--- src/rtl/gat_ctrl_pkg.sv ---
// Shared definitions for the GAT layer sequencer: FSM state encoding and
// the bit layout of the status word.
package gat_ctrl_pkg;

    localparam int unsigned STATE_W = 3;

    typedef enum logic [STATE_W-1:0] {
        GAT_IDLE      = 3'd0,
        GAT_WAIT_LOAD = 3'd1,
        GAT_ARM       = 3'd2,
        GAT_RUN       = 3'd3,
        GAT_DRAIN     = 3'd4,
        GAT_FINISH    = 3'd5
    } gat_state_e;

    // status word layout
    localparam int unsigned STATUS_STATE_LSB = 0;
    localparam int unsigned STATUS_LAYER_LSB = 3;
    localparam int unsigned STATUS_PERF_LSB  = 16;
    localparam int unsigned STATUS_PERF_W    = 16;

endpackage

--- src/rtl/gat_layer_ctrl_if.sv ---
// Feature output stream (AXI-Stream style, no sideband beyond tlast).
//   master: drives tdata/tvalid/tlast, samples tready
//   slave : samples tdata/tvalid/tlast, drives tready
interface gat_layer_ctrl_if #(
    parameter int unsigned DATA_WIDTH = 8
);
    logic [DATA_WIDTH-1:0] tdata;
    logic                  tvalid;
    logic                  tready;
    logic                  tlast;

    modport master (output tdata, output tvalid, output tlast, input tready);
    modport slave  (input tdata, input tvalid, input tlast, output tready);
endinterface

--- src/rtl/gat_stream_skid_fifo.sv ---
// Small circular FIFO absorbing feature BRAM read returns while the stream
// consumer stalls.
//   push/push_data : write side (dropped if full; the caller's credit scheme
//                    keeps that from happening)
//   pop/pop_data   : read side, pop_data is the head word (valid if !empty)
//   empty/count    : occupancy
module gat_stream_skid_fifo #(
    parameter int unsigned DEPTH = 3,
    parameter int unsigned WIDTH = 8,
    parameter int unsigned CNT_W = $clog2(DEPTH + 1)
) (
    input  logic             clk,
    input  logic             rst_n,
    input  logic             push,
    input  logic [WIDTH-1:0] push_data,
    input  logic             pop,
    output logic [WIDTH-1:0] pop_data,
    output logic             empty,
    output logic [CNT_W-1:0] count
);

    localparam int unsigned      PTR_W    = (DEPTH > 1) ? $clog2(DEPTH) : 1;
    localparam logic [PTR_W-1:0] LAST_PTR = PTR_W'(DEPTH - 1);

    logic [WIDTH-1:0] mem_q [DEPTH];
    logic [WIDTH-1:0] mem_d [DEPTH];
    logic [PTR_W-1:0] wr_ptr_q, wr_ptr_d;
    logic [PTR_W-1:0] rd_ptr_q, rd_ptr_d;
    logic [CNT_W-1:0] count_q, count_d;
    logic             do_push, do_pop;

    // pointer/count update; pointers wrap at DEPTH (not necessarily a power of 2)
    always_comb begin
        do_push  = push && (count_q != CNT_W'(DEPTH));
        do_pop   = pop && (count_q != '0);
        mem_d    = mem_q;
        wr_ptr_d = wr_ptr_q;
        rd_ptr_d = rd_ptr_q;
        count_d  = count_q;
        if (do_push) begin
            mem_d[wr_ptr_q] = push_data;
            wr_ptr_d = (wr_ptr_q == LAST_PTR) ? '0 : wr_ptr_q + PTR_W'(1);
        end
        if (do_pop) begin
            rd_ptr_d = (rd_ptr_q == LAST_PTR) ? '0 : rd_ptr_q + PTR_W'(1);
        end
        case ({do_push, do_pop})
            2'b10:   count_d = count_q + CNT_W'(1);
            2'b01:   count_d = count_q - CNT_W'(1);
            default: count_d = count_q;
        endcase
    end

    always_ff @(posedge clk or negedge rst_n) begin
        if (!rst_n) begin
            for (int i = 0; i < int'(DEPTH); i++) mem_q[i] <= '0;
            wr_ptr_q <= '0;
            rd_ptr_q <= '0;
            count_q  <= '0;
        end else begin
            mem_q    <= mem_d;
            wr_ptr_q <= wr_ptr_d;
            rd_ptr_q <= rd_ptr_d;
            count_q  <= count_d;
        end
    end

    assign pop_data = mem_q[rd_ptr_q];
    assign empty    = (count_q == '0);
    assign count    = count_q;

endmodule

--- src/rtl/gat_layer_ctrl.sv ---
// GAT accelerator layer sequencer. Per start: for each layer, wait for the
// host to (re)load the H-data, node-info and weight BRAMs, select the layer,
// wait for the core to finish, then stream the new-feature BRAM out.
// Optional build macro GAT_CTRL_PERF_CNT_EN adds perf_cycles (RUN cycles of
// the current layer, mirrored to status[31:16]).
// Ports:
//   clk, rst_n                  clock, async active-low reset
//   start                       begin layer 0 (accepted only in IDLE)
//   *_load_done                 host BRAM load levels
//   gat_layer / gat_ready       layer select to core / core completion
//   feat_bram_addrb/_dout       feature BRAM read port (fixed latency)
//   m_feat                      feature output stream (master)
//   busy, done, status          sequencer state reporting
module gat_layer_ctrl
    import gat_ctrl_pkg::*;
#(
    parameter int unsigned NUM_LAYERS         = 2,
    parameter int unsigned DATA_WIDTH         = 8,
    parameter int unsigned NEW_FEATURE_DEPTH  = 43328,
    parameter int unsigned NEW_FEATURE_ADDR_W = $clog2(NEW_FEATURE_DEPTH),
    parameter int unsigned READ_LATENCY       = 2,
    parameter int unsigned LAYER_W            = $clog2(NUM_LAYERS) + 1
) (
    input  logic                          clk,
    input  logic                          rst_n,
    input  logic                          start,
    input  logic                          h_data_bram_load_done,
    input  logic                          h_node_info_bram_load_done,
    input  logic                          wgt_bram_load_done,
    output logic                          gat_layer,
    input  logic                          gat_ready,
    output logic [NEW_FEATURE_ADDR_W-1:0] feat_bram_addrb,
    input  logic [DATA_WIDTH-1:0]         feat_bram_dout,
    gat_layer_ctrl_if.master              m_feat,
    output logic                          busy,
    output logic                          done,
`ifdef GAT_CTRL_PERF_CNT_EN
    output logic [31:0]                   perf_cycles,
`endif
    output logic [31:0]                   status
);

    localparam logic [STATE_W-1:0] ST_IDLE      = GAT_IDLE;
    localparam logic [STATE_W-1:0] ST_WAIT_LOAD = GAT_WAIT_LOAD;
    localparam logic [STATE_W-1:0] ST_ARM       = GAT_ARM;
    localparam logic [STATE_W-1:0] ST_RUN       = GAT_RUN;
    localparam logic [STATE_W-1:0] ST_DRAIN     = GAT_DRAIN;
    localparam logic [STATE_W-1:0] ST_FINISH    = GAT_FINISH;

    localparam int unsigned FIFO_DEPTH = READ_LATENCY + 1;
    localparam int unsigned CNT_W      = $clog2(FIFO_DEPTH + 1);
    localparam int unsigned CRED_W     = $clog2(FIFO_DEPTH + READ_LATENCY + 1) + 1;

    localparam logic [LAYER_W-1:0]            LAST_LAYER = LAYER_W'(NUM_LAYERS - 1);
    localparam logic [NEW_FEATURE_ADDR_W-1:0] LAST_ADDR  = NEW_FEATURE_ADDR_W'(NEW_FEATURE_DEPTH - 1);

    logic [STATE_W-1:0]            state_q, state_d;
    logic [LAYER_W-1:0]            layer_q, layer_d;
    logic                          armed_q, armed_d;
    logic                          seen_low_q, seen_low_d;
    logic [NEW_FEATURE_ADDR_W-1:0] addr_q, addr_d;
    logic                          issue_done_q, issue_done_d;
    logic [NEW_FEATURE_ADDR_W-1:0] word_idx_q, word_idx_d;
    logic [READ_LATENCY-1:0]       vld_sr_q, vld_sr_d;
    logic                          busy_q, busy_d;
    logic                          done_q, done_d;
    logic                          gat_layer_q, gat_layer_d;

    logic                  all_loaded, all_low;
    logic [CRED_W-1:0]     inflight, outstanding;
    logic                  issue, push, pop, last_pop;
    logic [CNT_W-1:0]      fifo_count;
    logic                  fifo_empty;
    logic [DATA_WIDTH-1:0] fifo_head;

    assign all_loaded = h_data_bram_load_done & h_node_info_bram_load_done & wgt_bram_load_done;
    assign all_low    = ~(h_data_bram_load_done | h_node_info_bram_load_done | wgt_bram_load_done);

    // read credit: buffered words plus reads still in the BRAM pipe may never exceed FIFO depth
    always_comb begin
        inflight = '0;
        for (int i = 0; i < int'(READ_LATENCY); i++) begin
            inflight = inflight + CRED_W'(vld_sr_q[i]);
        end
        outstanding = CRED_W'(fifo_count) + inflight;
        issue       = (state_q == ST_DRAIN) && !issue_done_q && (outstanding < CRED_W'(FIFO_DEPTH));
        push        = vld_sr_q[READ_LATENCY-1];
        pop         = !fifo_empty && m_feat.tready;
        last_pop    = pop && (word_idx_q == LAST_ADDR);
        vld_sr_d    = '0;
        vld_sr_d[0] = issue;
        for (int i = 1; i < int'(READ_LATENCY); i++) begin
            vld_sr_d[i] = vld_sr_q[i-1];
        end
    end

    // next-state and sequencing flags
    always_comb begin
        state_d      = state_q;
        layer_d      = layer_q;
        armed_d      = armed_q;
        seen_low_d   = seen_low_q;
        addr_d       = addr_q;
        issue_done_d = issue_done_q;
        word_idx_d   = word_idx_q;

        // host must show all loads low once before the next layer may start
        if (all_low) armed_d = 1'b1;
        // a low on gat_ready proves the completion level is fresh for this layer
        if (!gat_ready) seen_low_d = 1'b1;

        if (issue) begin
            if (addr_q == LAST_ADDR) issue_done_d = 1'b1;
            else                     addr_d = addr_q + NEW_FEATURE_ADDR_W'(1);
        end
        if (pop) begin
            word_idx_d = last_pop ? '0 : word_idx_q + NEW_FEATURE_ADDR_W'(1);
        end

        case (state_q)
            ST_IDLE: begin
                if (start) begin
                    state_d = ST_WAIT_LOAD;
                    armed_d = 1'b1;
                    layer_d = '0;
                end
            end
            ST_WAIT_LOAD: begin
                if (all_loaded && armed_q) state_d = ST_ARM;
            end
            ST_ARM: begin
                state_d      = ST_RUN;
                armed_d      = 1'b0;
                seen_low_d   = 1'b0;
                addr_d       = '0;
                issue_done_d = 1'b0;
                word_idx_d   = '0;
            end
            ST_RUN: begin
                if (seen_low_q && gat_ready) state_d = ST_DRAIN;
            end
            ST_DRAIN: begin
                if (last_pop) begin
                    if (layer_q == LAST_LAYER) begin
                        state_d = ST_FINISH;
                    end else begin
                        state_d = ST_WAIT_LOAD;
                        layer_d = layer_q + LAYER_W'(1);
                    end
                end
            end
            ST_FINISH: begin
                state_d = ST_IDLE;
                layer_d = '0;
            end
            default: state_d = ST_IDLE;
        endcase

        busy_d      = (state_d != ST_IDLE);
        done_d      = (state_d == ST_FINISH);
        gat_layer_d = (layer_d == LAST_LAYER);
    end

    always_ff @(posedge clk or negedge rst_n) begin
        if (!rst_n) begin
            state_q      <= ST_IDLE;
            layer_q      <= '0;
            armed_q      <= 1'b0;
            seen_low_q   <= 1'b0;
            addr_q       <= '0;
            issue_done_q <= 1'b0;
            word_idx_q   <= '0;
            vld_sr_q     <= '0;
            busy_q       <= 1'b0;
            done_q       <= 1'b0;
            gat_layer_q  <= 1'b0;
        end else begin
            state_q      <= state_d;
            layer_q      <= layer_d;
            armed_q      <= armed_d;
            seen_low_q   <= seen_low_d;
            addr_q       <= addr_d;
            issue_done_q <= issue_done_d;
            word_idx_q   <= word_idx_d;
            vld_sr_q     <= vld_sr_d;
            busy_q       <= busy_d;
            done_q       <= done_d;
            gat_layer_q  <= gat_layer_d;
        end
    end

    gat_stream_skid_fifo #(
        .DEPTH (FIFO_DEPTH),
        .WIDTH (DATA_WIDTH),
        .CNT_W (CNT_W)
    ) u_fifo (
        .clk       (clk),
        .rst_n     (rst_n),
        .push      (push),
        .push_data (feat_bram_dout),
        .pop       (pop),
        .pop_data  (fifo_head),
        .empty     (fifo_empty),
        .count     (fifo_count)
    );

`ifdef GAT_CTRL_PERF_CNT_EN
    logic [31:0] perf_q, perf_d;

    // RUN-cycle counter: cleared in ARM, frozen outside RUN, saturating
    always_comb begin
        perf_d = perf_q;
        if (state_q == ST_ARM)                     perf_d = '0;
        else if (state_q == ST_RUN && ~&perf_q)    perf_d = perf_q + 32'd1;
    end

    always_ff @(posedge clk or negedge rst_n) begin
        if (!rst_n) perf_q <= '0;
        else        perf_q <= perf_d;
    end

    assign perf_cycles = perf_q;
`endif

    always_comb begin
        status = '0;
        status[STATUS_STATE_LSB +: STATE_W] = state_q;
        status[STATUS_LAYER_LSB +: LAYER_W] = layer_q;
`ifdef GAT_CTRL_PERF_CNT_EN
        status[STATUS_PERF_LSB +: STATUS_PERF_W] = perf_q[STATUS_PERF_W-1:0];
`endif
    end

    assign feat_bram_addrb = addr_q;
    assign m_feat.tdata    = fifo_head;
    assign m_feat.tvalid   = !fifo_empty;
    assign m_feat.tlast    = !fifo_empty && (word_idx_q == LAST_ADDR);
    assign busy            = busy_q;
    assign done            = done_q;
    assign gat_layer       = gat_layer_q;

endmodule

--- src/flat_wrapper.sv ---
// flat-port wrapper written by rule: the top's interface ports become plain ports
module gat_layer_ctrl_flat import gat_ctrl_pkg::*;
#(
    parameter int unsigned NUM_LAYERS         = 2,
    parameter int unsigned DATA_WIDTH         = 8,
    parameter int unsigned NEW_FEATURE_DEPTH  = 43328,
    parameter int unsigned NEW_FEATURE_ADDR_W = $clog2(NEW_FEATURE_DEPTH),
    parameter int unsigned READ_LATENCY       = 2,
    parameter int unsigned LAYER_W            = $clog2(NUM_LAYERS) + 1
)
  (clk, rst_n, start, h_data_bram_load_done, h_node_info_bram_load_done, wgt_bram_load_done, gat_layer, gat_ready, feat_bram_addrb, feat_bram_dout, busy, done, status, m_feat_tdata, m_feat_tvalid, m_feat_tlast, m_feat_tready);
  gat_layer_ctrl_if #(.DATA_WIDTH(DATA_WIDTH)) m_feat_i ();
  input  logic clk;
  input  logic rst_n;
  input  logic start;
  input  logic h_data_bram_load_done;
  input  logic h_node_info_bram_load_done;
  input  logic wgt_bram_load_done;
  output logic gat_layer;
  input  logic gat_ready;
  output logic [NEW_FEATURE_ADDR_W-1:0] feat_bram_addrb;
  input  logic [DATA_WIDTH-1:0] feat_bram_dout;
  output logic busy;
  output logic done;
  output logic [31:0] status;
  output wire logic [$bits(m_feat_i.tdata)-1:0] m_feat_tdata;
  output wire logic [$bits(m_feat_i.tvalid)-1:0] m_feat_tvalid;
  output wire logic [$bits(m_feat_i.tlast)-1:0] m_feat_tlast;
  input wire logic [$bits(m_feat_i.tready)-1:0] m_feat_tready;
  assign m_feat_tdata = m_feat_i.tdata;
  assign m_feat_tvalid = m_feat_i.tvalid;
  assign m_feat_tlast = m_feat_i.tlast;
  assign m_feat_i.tready = m_feat_tready;
  gat_layer_ctrl #(.NUM_LAYERS(NUM_LAYERS), .DATA_WIDTH(DATA_WIDTH), .NEW_FEATURE_DEPTH(NEW_FEATURE_DEPTH), .NEW_FEATURE_ADDR_W(NEW_FEATURE_ADDR_W), .READ_LATENCY(READ_LATENCY), .LAYER_W(LAYER_W)) u_core (.clk(clk), .rst_n(rst_n), .start(start), .h_data_bram_load_done(h_data_bram_load_done), .h_node_info_bram_load_done(h_node_info_bram_load_done), .wgt_bram_load_done(wgt_bram_load_done), .gat_layer(gat_layer), .gat_ready(gat_ready), .feat_bram_addrb(feat_bram_addrb), .feat_bram_dout(feat_bram_dout), .m_feat(m_feat_i), .busy(busy), .done(done), .status(status));
endmodule
--- config.mk ---
export PLATFORM = sky130hd
export DESIGN_NAME = gat_layer_ctrl_flat
export DESIGN_NICKNAME = d
export VERILOG_FILES = /design/src/rtl/gat_ctrl_pkg.sv /design/src/rtl/gat_layer_ctrl_if.sv /design/src/rtl/gat_stream_skid_fifo.sv /design/src/rtl/gat_layer_ctrl.sv /design/src/flat_wrapper.sv
export SDC_FILE = /design/constraint.sdc
export NUM_CORES = 1
export LEC_CHECK = 0
export BUFFER_PORTS_ARGS = -buffer_cell sky130_fd_sc_hd__buf_4
export CAP_MARGIN = 10
export CORE_ASPECT_RATIO = 1.5
export CORE_MARGIN = 5
export CORE_UTILIZATION = 45
export CTS_CLUSTER_SIZE = 20
export DETAILED_ROUTE_END_ITERATION = 10
export PLACE_DENSITY = 0.67
export SLEW_MARGIN = 10
export SYNTH_ARGS = -nofsm -noshare
export SYNTH_HDL_FRONTEND = slang
export SYNTH_SLANG_ARGS = --single-unit
--- constraint.sdc ---
create_clock -name clk -period 2.45 [get_ports clk]
set_input_delay 0.3675 -clock clk [delete_from_list [all_inputs] [get_ports clk]]
set_output_delay 0.3675 -clock clk [all_outputs]
set_load 0.05 [all_outputs]
# Word level (Yosys, flattened, before mapping)
# Cells that the tools add are included.
# word_totals
output_inout_bits	61
register_bits	75
input_bits	16
# op_classes
mux	33
eq_ne	17
magnitude_cmp	4
reduce_logical	22
n_addsub	9
n_bitwise	6
# op_table
cell	n
16-bit two-way mux	6
16-bit by 1-bit adder with 16-bit output, second input constant	2
16-bit equality test, second input constant	2
24-bit bitwise mux	1
8-bit two-way mux	3
8-bit binary-select mux with 2-bit select	1
8-bit demux with 2-bit select	1
3-bit two-way mux	5
3-bit one-hot mux with 5 select lines	1
1-bit logical AND	10
2-bit two-way mux	5
2-bit nonzero test	5
3-bit equality test, second input constant	3
2-bit by 1-bit adder with 2-bit output, second input constant	4
1-bit two-way mux	7
2-bit by 1-bit equality test with 1-bit output, second input constant	3
2-bit equality test, second input constant	3
3-bit by 2-bit equality test with 1-bit output, second input constant	2
3-bit greater-or-equal comparator, second input constant	2
2-bit inverter with 3-bit output	2
2-bit one-hot mux with 3 select lines	1
2-bit by 4-bit adder with 4-bit output	1
4-bit by 2-bit < comparator with 1-bit output, second input constant	1
2-bit != test, second input constant	2
other kinds (14)	18

# Depth between registers and ports, before layout
# depth
word_depth	7
mapped_depth	9

# Cells and area by module
# A second synthesis with hierarchy kept.
# hier_totals
hier_cells	390
area_unflattened_um2	4038.9
# modules_own_cells
module	n_inst	area_each_um2	cells_per_inst
gat_layer_ctrl	1	2682.6	287
gat_stream_skid_fifo	1	1356.3	103

# Worst setup path after synthesis
# No wires, ideal clock.
# synth_timing
path_kind	register to register
startpoint	reg u_core.vld_sr_q[1]
endpoint	reg u_core.addr_q[15], in the netlist u_core.feat_bram_addrb[15]
setup_slack_ps	-127
required_time_ps	2301
stages_incl_launch_ff	8
synth_period_minus_slack_ps	2577
setup_ps	149
arrival_ps	2428
cell_sequence	dfrtp_1 > ha_1 > ha_1 > fa_1 > a211oi_2 > nand4_2 > or4b_1 > mux2i_1
# synth_via
elab_chain_len	6
# synth_lines
element	line	rtl
start, declared	gat_layer_ctrl.sv:64	logic [READ_LATENCY-1:0] vld_sr_q, vld_sr_d;
start signal, assigned	gat_layer_ctrl.sv:185	vld_sr_q <= vld_sr_d;
1-bit by 1-bit adder with 2-bit output	gat_layer_ctrl.sv:83	inflight = inflight + CRED_W'(vld_sr_q[i]);
2-bit by 4-bit adder with 4-bit output	gat_layer_ctrl.sv:85	outstanding = CRED_W'(fifo_count) + inflight;
4-bit by 2-bit < comparator with 1-bit output	gat_layer_ctrl.sv:86	issue = (state_q == ST_DRAIN) && !issue_done_q && (outstanding < CRED_W'(FIFO_DEPTH));
1-bit logical AND	gat_layer_ctrl.sv:86	
2-bit nonzero test (no source line)	--	
2-bit AND reduction (no source line)	--	
end signal, assigned	gat_layer_ctrl.sv:182	addr_q <= addr_d;
end, declared	gat_layer_ctrl.sv:61	logic [NEW_FEATURE_ADDR_W-1:0] addr_q, addr_d;
# Every way passes these cells.
# A chain may end at the register's enable or synchronous reset.

# Worst setup path in the final report
# layout_timing
startpoint	reg u_core.vld_sr_q[1]
endpoint	reg u_core.addr_q[5], in the netlist u_core.feat_bram_addrb[5]
# The elaborated chain is that of the path after synthesis.

==> impl_metrics.toml <==
[run_status]
outcome = "finished with violations"
violations = "setup timing"

[clock_network]
clk_path_buf_depth = 2
cts.sink_count = 75
cts_max_level = 3
cts_tree = "done"
cts_root_buf = "clkbuf_16"
numCtsBuffers = 9
insertion_delay_ps = 340
clkTransAtPathRegs_ps = 60

[detailed_routing]
ant_nets = 0
dr_total_vias = 3199
drtPass1Iterations = 4
vias_per_cell = 5.63
drt_iter0_drc = 228
totalWireLength_um = 9250
wire_per_inst_um = 16.3
post-route-drc-count = 0

[critical_path]
reg2reg_from = "u_core.vld_sr_q[1]$_DFF_PN0_"
r2r_setup_slack_ps = -170
r2r_end = "u_core.feat_bram_addrb[5]$_DFFE_PN0P_"
worstPathCellList = "ha_1 > ha_2 > fa_1 > a211oi_4 > buf_4 > nand2_2 > or4_1 > a21oi_1"
ff2ff_path_depth = 8
cp_max_fo = 6
cp_slowest_stage_delay_ps = 520
required_ps = 2710
cp-start-kind = "flop"
cp_slowest_cell = "or4_1"
worstPathArrival_ps = 2880
cp-end-kind = "flop"
worstSetupPathType = "flop to flop"

[die]
core-area_mm2 = 0.00883
ios = 77
start_util = 0.462
chipWidth_um = 87.7
die_h_um = 127
fp-row-count = 42
die-area_mm2 = 0.0111

[layout]
instances_no_fill = 568
register_area_mm2 = 0.00188
antenna_cells = 0
multiInputGateArea_mm2 = 0.00207
nets = 475
fillers = 778
final_cell_mix = "dfrtp_1, buf_4, nand2_1"
drive_gt1_frac = 0.290
layout_commonest_cell = "dfrtp_1"
area_growth_pct = 21.6

[global_route]
grt.overflow.total = 0
grt_use_total = 0.173
grt_max_degree = 76
grt_pass1_wl_um = 15200
antenna_found_initial = 0
grt_pass1_vias = 3155

[logic_synthesis]
synth-seq-area-share = 0.460
synthCells = 392
yosys-mux-area-fraction = 0.0908
async_flop_share = 1.00
syn_area_per_cell_um2 = 10.4
syn-cell-area_mm2 = 0.00408
ys_seq_elements = 75
synth-main-ff-cell = "dfrtp_1"
synth_cell_types = 60
synth-xor-area-share = 0.0236
synth_top_family_by_area = "simple AND/OR/NAND/NOR gates"
synth-edff-count = 0
synth_adder_area_share = 0.0203
yosysWarnings = 0
synthSimpleGateAreaFrac = 0.191
synth_compound_area_frac = 0.136

[timing]
timing.hold.ws_ps = 174
fmax_mhz = 382
period_needed_ps = 2620
worstMarginPinSlew_ps = 933
rsz0062_at_grt = "yes"
finalMaxSlewViolations = 0
worst_slack_ps = -166
fin_worst_skew_ps = 8.92
post-route-period-util = 1.07
hold_violations = 0
setup-violations-final = 15
slew_headroom = 0.378

[min_path]
hold_class = "input port to async pin"

[job]
max_cap_viol_count = 0

[power]
powerDensity_mw_per_mm2 = 999
ir_drop_mv = 0.759
p_leak_nw = 2.21

[place]
dp.cells = 547
dp_hpwl_um = 6420
portBuffers = 49
finalWeightedCongestion = 0.834
## synthesized netlist by cell type (2+ instances only)
master / n / area, um2
a2111oi_4: 2 / 55.1
a21o_1: 4 / 30.0
a21oi_1: 25 / 125
a31oi_1: 3 / 18.8
and3_1: 3 / 18.8
and4_1: 8 / 70.1
and4b_1: 2 / 20.0
buf_1: 2 / 7.51
buf_2: 7 / 35.0
buf_4: 28 / 210
clkbuf_1: 7 / 26.3
dfrtp_1: 75 / 1880
ha_1: 5 / 62.6
inv_1: 5 / 18.8
mux2_2: 24 / 270
mux2i_1: 10 / 100
nand2_1: 31 / 116
nand2b_1: 2 / 12.5
nand3_1: 18 / 90.1
nand4_1: 7 / 43.8
nand4_2: 2 / 25.0
nor2_1: 20 / 75.1
nor2b_1: 3 / 18.8
nor3_1: 4 / 20.0
nor3b_1: 2 / 15.0
nor4b_1: 2 / 17.5
nor4bb_1: 2 / 20.0
o2111ai_1: 3 / 26.3
o211ai_1: 3 / 22.5
o21a_1: 2 / 15.0
o21ai_0: 18 / 90.1
o31a_1: 2 / 17.5
o31ai_1: 12 / 90.1
or3_1: 3 / 18.8
or3b_2: 2 / 17.5
or4_1: 11 / 82.6
xnor2_1: 7 / 61.3
xor2_1: 4 / 35.0
## worst max-delay path, delay by kind of cell, from the launching register on
family | cells | cell delay, ps
compound gates | 2 | 420
fa+ha+maj | 3 | 940
buf+inv | 1 | 170
flops | 1 | 380
simple gates | 2 | 620
## worst max-delay path by stage
stage | depth (start not counted) | slack, ps | endpoint | start
detailed placement | 7 | -230 | u_core.feat_bram_addrb[3]$_DFFE_PN0P_ | u_core.vld_sr_q[1]$_DFF_PN0_
CTS | 8 | -170 | u_core.feat_bram_addrb[10]$_DFFE_PN0P_ | u_core.vld_sr_q[1]$_DFF_PN0_
global route | 8 | -280 | u_core.feat_bram_addrb[10]$_DFFE_PN0P_ | u_core.vld_sr_q[1]$_DFF_PN0_
global placement | 7 | -140 | u_core.feat_bram_addrb[15]$_DFFE_PN0P_ | u_core.vld_sr_q[1]$_DFF_PN0_
finish | 8 | -170 | u_core.feat_bram_addrb[5]$_DFFE_PN0P_ | u_core.vld_sr_q[1]$_DFF_PN0_
floorplan | 7 | -90 | u_core.feat_bram_addrb[15]$_DFFE_PN0P_ | u_core.vld_sr_q[1]$_DFF_PN0_
## state kept, by name (all words and copies together) (netlist names)
name                    cells
u_core.seen_low_q           1
u_core.u_fifo.wr_ptr_q      2
u_core.armed_q              1
u_core.layer_q              2
u_core.state_q              3
u_core.feat_bram_addrb     16
u_core.busy                 1
u_core.vld_sr_q             2
u_core.done                 1
u_core.word_idx_q          16
u_core.u_fifo.rd_ptr_q      2
u_core.u_fifo.count         2
u_core.u_fifo.mem_q        24
u_core.issue_done_q         1
u_core.gat_layer            1
## where the power goes
part	internal, mW	switching, mW
Clock	0.896	0.529
Combinational	0.656	1.16
Sequential	1.47	0.237
## routing by layer
| layer | vias to the layer above | routed length, um | track usage |
|---|---|---|---|
| li1 | 1516 | - | - |
| met1 | 1583 | 3620 | 0.208 |
| met2 | 93 | 4960 | 0.298 |
| met3 | 7 | 575 | 0.0474 |
| met4 | 0 | 99 | 0.0479 |
| met5 | - | 0 | 0 |
## kinds of logic (layout without fill, tap and decap cells)
kind of cell / after synthesis / count (layout)
simple gates: 133 / 134
compound gates: 81 / 81
flops: 75 / 75
buf+inv: 51 / 90
mux: 34 / 34
xor+xnor: 11 / 11
fa+ha+maj: 6 / 6
other cells: 1 / 27
## what timing repair did
action                                  4_1_cts  5_1_grt
gates cloned                                  1        0
resized for setup                            13        5
hold buffers                                  0        0
endpoints found under the setup margin       16       17
setup buffers                                 3        1
pin swaps                                     8        1
## final cells by class
type | count | share of cell area
clock inverter | 7 | 0.0202
clock buffer | 9 | 0.0454
multi-input combinational | 293 | 0.418
timing repair buffer | 68 | 0.105
tap | 110 | 0.0278
inverter | 6 | 0.00454
sequential | 75 | 0.379
## metrics by stage
step / setup slack [ps] / TNS [ps] / power (mW) / instance area [um2] / utilization
2_1_floorplan: -85.3 / -85.3 / 3.00 / 4180 / -
3_3_place_gp: -144 / -1270 / 3.45 / 4510 / 0.511
3_5_place_dp: -227 / -2070 / 3.49 / 4510 / 0.511
4_1_cts: -169 / -1400 / 4.99 / 4930 / 0.558
5_1_grt: -281 / -3540 / 5.21 / 4960 / 0.562
6_report: -166 / -1820 / 4.95 / 4960 / 0.562
Power figures use the tool's default switching activity.
